===== src/rtl/obstacle_scheduler.sv =====
// Game-phase sequencer driving the obstacle mux select from vsync frame ticks.
// Optional build macro OBSTACLE_SCHEDULER_LFSR_EN selects pseudo-random obstacle order.
module obstacle_scheduler #(
  parameter int         NUM_OBSTACLES    = 2,
  parameter int         NUM_PHASES       = 8,
  parameter int         FRAMES_PER_PHASE = 600,
  parameter int         GAP_FRAMES       = 60,
  parameter logic [3:0] GAP_SELECT       = 4'd15
) (
  input  logic       pclk,
  input  logic       rst,
  input  logic       vsync_in,
  input  logic       play_selected,
  input  logic       game_over,
  output logic [3:0] obstacle_select,
  output logic       phase_active,
  output logic [7:0] phase_num,
  output logic       victory
);

  typedef enum logic [2:0] {IDLE, GAP, ACTIVE, VICTORY, LOST} state_t;

  state_t      state_reg;
  logic        vsync_reg;
  logic        tick;
  logic [15:0] frame_reg;
  logic [3:0]  index_reg;
  logic [3:0]  index_rr;
  logic [3:0]  index_next;

  assign tick     = vsync_in & ~vsync_reg;
  assign index_rr = (index_reg == 4'(NUM_OBSTACLES - 1)) ? 4'd0 : index_reg + 4'd1;

`ifdef OBSTACLE_SCHEDULER_LFSR_EN
  logic [7:0] lfsr_reg;
  logic [7:0] lfsr_mod;

  always_ff @(posedge pclk or negedge rst) begin
    if (!rst) lfsr_reg <= 8'hA5;
    else      lfsr_reg <= {lfsr_reg[6:0], lfsr_reg[7] ^ lfsr_reg[5] ^ lfsr_reg[4] ^ lfsr_reg[3]};
  end

  // Fall back to the round-robin successor so an obstacle never repeats back to back.
  assign lfsr_mod   = lfsr_reg % 8'(NUM_OBSTACLES);
  assign index_next = (lfsr_mod == {4'd0, index_reg}) ? index_rr : lfsr_mod[3:0];
`else
  assign index_next = index_rr;
`endif

  always_ff @(posedge pclk or negedge rst) begin
    if (!rst) begin
      state_reg       <= IDLE;
      vsync_reg       <= 1'b0;
      frame_reg       <= 16'd0;
      index_reg       <= 4'd0;
      obstacle_select <= GAP_SELECT;
      phase_active    <= 1'b0;
      phase_num       <= 8'd0;
      victory         <= 1'b0;
    end else begin
      vsync_reg <= vsync_in;
      case (state_reg)
        IDLE: begin
          // A tick arriving with play_selected is deliberately not counted.
          if (play_selected) begin
            state_reg <= GAP;
            frame_reg <= 16'd0;
            index_reg <= 4'd0;
            phase_num <= 8'd0;
          end
        end
        GAP, ACTIVE: begin
          if (!play_selected) begin
            state_reg       <= IDLE;
            frame_reg       <= 16'd0;
            index_reg       <= 4'd0;
            obstacle_select <= GAP_SELECT;
            phase_active    <= 1'b0;
            phase_num       <= 8'd0;
            victory         <= 1'b0;
          end else if (game_over) begin
            state_reg       <= LOST;
            frame_reg       <= 16'd0;
            obstacle_select <= GAP_SELECT;
            phase_active    <= 1'b0;
          end else if (tick) begin
            if (state_reg == GAP) begin
              if (frame_reg == 16'(GAP_FRAMES - 1)) begin
                state_reg       <= ACTIVE;
                frame_reg       <= 16'd0;
                obstacle_select <= index_reg;
                phase_active    <= 1'b1;
              end else begin
                frame_reg <= frame_reg + 16'd1;
              end
            end else if (frame_reg == 16'(FRAMES_PER_PHASE - 1)) begin
              frame_reg       <= 16'd0;
              obstacle_select <= GAP_SELECT;
              phase_active    <= 1'b0;
              if (phase_num == 8'(NUM_PHASES - 1)) begin
                state_reg <= VICTORY;
                victory   <= 1'b1;
              end else begin
                state_reg <= GAP;
                phase_num <= phase_num + 8'd1;
                index_reg <= index_next;
              end
            end else begin
              frame_reg <= frame_reg + 16'd1;
            end
          end
        end
        VICTORY, LOST: begin
          if (!play_selected) begin
            state_reg       <= IDLE;
            frame_reg       <= 16'd0;
            index_reg       <= 4'd0;
            obstacle_select <= GAP_SELECT;
            phase_active    <= 1'b0;
            phase_num       <= 8'd0;
            victory         <= 1'b0;
          end
        end
        default: state_reg <= IDLE;
      endcase
    end
  end

endmodule


===== config.mk =====
export PLATFORM = sky130hd
export DESIGN_NAME = obstacle_scheduler
export DESIGN_NICKNAME = d
export VERILOG_FILES = /design/src/rtl/obstacle_scheduler.sv
export SDC_FILE = /design/constraint.sdc
export NUM_CORES = 1
export LEC_CHECK = 0
export CORE_ASPECT_RATIO = 0.75
export CORE_MARGIN = 8
export CORE_UTILIZATION = 57
export DETAILED_ROUTE_END_ITERATION = 10
export MAX_ROUTING_LAYER = met4
export PLACE_DENSITY_LB_ADDON = 0.2
export SETUP_SLACK_MARGIN = 0.1
export SLEW_MARGIN = 20
export SYNTH_ARGS = -nofsm -noshare
export SYNTH_HDL_FRONTEND = slang
export SYNTH_SLANG_ARGS = --single-unit

===== constraint.sdc =====
create_clock -name pclk -period 3.01 [get_ports pclk]
set_input_delay 0.903 -clock pclk [delete_from_list [all_inputs] [get_ports pclk]]
set_output_delay 0.903 -clock pclk [all_outputs]
set_load 0.05 [all_outputs]

After elaboration in Yosys (flattened, before gate mapping). Index checks and enable logic that the tools add are counted.

Flip-flop bits (word level): 38. Bits of input ports: 5. Output and inout bits: 14. Word-level logic and storage cells: 103.

$add $sub $neg: 3. Eq/ne operators: 19. Muxes and demuxes: 61. Bitwise operators: 2. Reduce and logical (&&, ||, !) cells: 10.

Operator list (number): 2-to-1 mux 16 bit (8); 2-to-1 mux 4 bit (16); 2-to-1 mux 8 bit (8); one-hot mux 16 bit (3 select lines) (1); 2-to-1 mux 3 bit (8); one-hot mux 8 bit (3 select lines) (1); inequality test 3 bit, second input constant (6); adder 16 x 1 -> 16 bit, second input constant (1); equality test 16 x 10 -> 1 bit, second input constant (1); equality test 16 x 6 -> 1 bit, second input constant (1); 2-to-1 mux 1 bit (13); one-hot mux 4 bit (3 select lines) (1); inequality test 5 bit, second input constant (2); AND reduction 5 bit (2); one-hot mux 3 bit (3 select lines) (1); adder 8 x 1 -> 8 bit, second input constant (1); equality test 8 x 3 -> 1 bit, second input constant (1); one-hot mux 4 bit (2 select lines) (1); AND reduction 8 bit (1); AND reduction 7 bit (1); equality test 3 x 2 -> 1 bit, second input constant (2); adder 4 x 1 -> 4 bit, second input constant (1); equality test 4 x 1 -> 1 bit, second input constant (1); inequality test 2 bit, second input constant (2); other kinds (12) (14).

Longest topological paths before layout.
Word-level depth: 9. Mapped depth: 7. Gate-level depth less buffers: 6.

Worst setup path before layout. Ideal clock, no wire load.

Path type: input-to-reg. From: input play_selected. To: register frame_reg[2]. Library setup time: 85 ps. Arrival time: 2310 ps. Required time: 2925 ps. Slack: 615 ps. Stages: 5. Buffers on the path: 1. Cell sequence: clkbuf_1 nand2b_1 nor3_1 nand4_1 o22ai_1.

Cells in the longest elaborated chain, start to end: 2. Elaborated cells between the ends (all ways): 6. Those cells by class: eq/ne: 3; mux: 2; reduce/logical: 1.

RTL lines: start: declaration (RTL line 13) `input logic play_selected,`; inequality test 4 bit (no source line) (tied with other cells); AND reduction 4 bit (no source line) / one-hot mux 16 bit (3 select lines) (equally long branches); end signal: assignment (RTL line 94) `frame_reg <= frame_reg + 16'd1;`; end signal: assignment (RTL line 109) `frame_reg <= frame_reg + 16'd1;`; end: declaration (RTL line 26) `logic [15:0] frame_reg;`.

Parallel ways exist; a longest one is shown, timed or not. A chain may end at the register's enable or synchronous reset.

Worst setup path after layout.
From: input play_selected. To: register frame_reg[12].

The elaborated chain is that of the path after synthesis.

==> out/metrics.yaml <==
status: "finished, final reports clean"
worst_pin_slew_ns: 0.849
slew_violations: 0
yosysTopAreaCellShare: 0.387
post-cts-setup-buffers: 0
nets: 275
cts_max_level: 2
r2r_slack_ns: 0.56
row_count: 19
peakVddDrop_mv: 0.256
track_usage: 0.186
antenna_found_initial: 0
place_congestion: 0.909
crit_type: "in -> reg"
synth.area.top_cells: "dfrtp_1 39%, dfstp_2 4.8%, nand3_1 4.1%"
hold_depth: 2
yosysWarnings: 0
crit_buf_inv: 2
post-route-period-util: 0.865
cts_resized: 0
num_vias: 1961
ys_seq_area_frac: 0.434
final-setup-viol-count: 0
r2r_end: "frame_reg[12]"
worstPathArrival_ns: 2.74
die_w_um: 87.8
drc: 0
grt_overflow: 0
hpwl_um: 3580
post_dp_cell_area_um2: 2450
finalHoldViolCount: 0
start_util: 0.597
synth_common_cells: "34 x dfrtp_1, 20 x nand2_1, 19 x nor2_1"
syn-num-nets: 252
cts.sinks: 38
cts_buffer_depth: 2
setup_slack_ns: 0.408
cp_slowest_cell: "a21oi_1"
leakage_uw: 0.00102
design.core.area_um2: 3680
clk_pin_slew_ns: 0.07
power_density_nw_per_um2: 414
wl_met1_um: 2710
synth_flop_cell: "dfrtp_1"
cts_made_buffers: 5
finalNonFillerCells: 319
wl_met3_um: 302
reg2reg_depth: 5
critPathCaptureType: "register"
io-pin-count: 19
yosys.area.top_type: "dfrtp_1"
max_stage_delay_ns: 0.61
ys_async_sr_fraction: 1.00
dr_wl_met2_um: 2070
grt_pass1_wl_um: 8930
slew_headroom: 0.434
min-delay-start: "victory"
grt_max_degree: 39
hold_ws_ns: 0.518
drt-initial-drc-count: 157
path_max_fanout: 9
synth_most_common_cell: "dfrtp_1"
wl_um: 5120
required_ns: 3.15
max_freq_mhz: 384
area_delta_synth_final_pct: 15.6
largest_reg_flops: 16
min_period_ns: 2.60
cap_violations: 0
cts_hold_buf: 0
firstDrtPassIters: 4
pre_cts_ws_ns: 0.143
top_layer: "met4"
grt_pass1_vias: 1813
cp_cell_sequence: "clkdlybuf4s50_1, buf_4, a211oi_1, nand2_1, a21oi_1, nor2_1"
viasPerCell: 6.15
cpLargestDelayFamily: "compound AO/OA/AOI/OAI gates"
synth-seq-cells: 38
wl_per_cell_um: 16.0
min-delay-path-class: "reg -> reg"
ant_nets: 0
drive_gt1_frac: 0.116
hold_end: "victory"
die-area_um2: 6130
syn_avg_cell_area_um2: 9.06
grt_setup_unrepaired: "no"
ys_types: 53
tns_ns: 0
finalClockSkew_ns: 0.0107
diodes: 0
cts_tree: "built"
placed_cells: 311
synth_edf_count: 0
start_kind: "primary input"
reg2reg_from: "state_reg[1]"
clk_latency_ns: 0.29
io_buffers: 18
netlist_area_um2: 2200
synthCells: 243
die_y_um: 69.8
fin_area_um2: 2540
root_buffer: "clkbuf_8"
[area by class of cell]
| class | count | area (um^2) |
|---|---|---|
| flip-flops and latches | 38 | 956 |
| well taps | 52 | 65.1 |
| inverters | 14 | 52.6 |
| repair buffers | 25 | 228 |
| fillers | 305 | 1140 |
| clock inverters | 2 | 12.5 |
| multi-input cells | 182 | 1150 |
| clock buffers | 6 | 82.6 |
[layout by cell type (no fill, tap or decap), types with 3 or more instances in the layout]
cell type / count
nand4_1: 12
o21ai_0: 9
nand2b_1: 6
or4_1: 5
clkdlybuf4s50_1: 17
and2_1: 3
nand2_1: 20
or3_1: 3
nor3_1: 5
ha_1: 4
buf_4: 7
o22ai_1: 6
nor4_1: 5
clkbuf_8: 6
a21oi_1: 6
dfstp_2: 4
a31oi_1: 6
nor2_1: 19
o22a_1: 4
dfrtp_1: 34
a22o_1: 4
nand3_1: 18
xor2_1: 9
nor3b_1: 3
inv_1: 14
[through the flow]
stage / total power, uW / util
floorplan: 637 / -
CTS: 1060 / 0.691
global route: 1100 / 0.691
finish: 1050 / 0.691
global placement: 690 / 0.665
detailed placement: 693 / 0.665
[worst register-to-register path, stage by stage (launching register included)]
cell	delay (ns)
dfrtp_1	0.51
nor3b_1	0.52
and3_1	0.29
o21ai_1	0.20
a21oi_1	0.66
nor2_1	0.12
[metal layers]
layer  global-route usage  vias to the layer above
li1                     -                      947
met1                0.274                      952
met2                0.243                       58
met3               0.0402                        4
met4               0.0513                        0
met5                    -                        -
[power by group]
part	internal, uW	switching (uW)
Combinational	50.8	103
Sequential	518	13.8
Clock	184	184
Total	753	301
[worst max-delay path by stage]
stage | depth (start not counted) | from | end
final | 6 | play_selected | frame_reg[12]
after global placement | 6 | play_selected | frame_reg[11]
after global routing | 6 | play_selected | frame_reg[9]
after CTS | 6 | play_selected | frame_reg[12]
after floorplan | 5 | play_selected | frame_reg[2]
after detailed placement | 6 | play_selected | frame_reg[12]
[logic make-up after synthesis]
logic type,Yosys count,share of synthesized area
AO/OA/AOI/OAI,51,0.156
XOR/XNOR,11,0.0438
adder cells (fa/ha/maj),4,0.0227
buffers and inverters,23,0.0438
flip-flops,38,0.434
multiplexers,1,0.00512
AND/OR/NAND/NOR,115,0.294
Power figures use the tool's default switching activity.
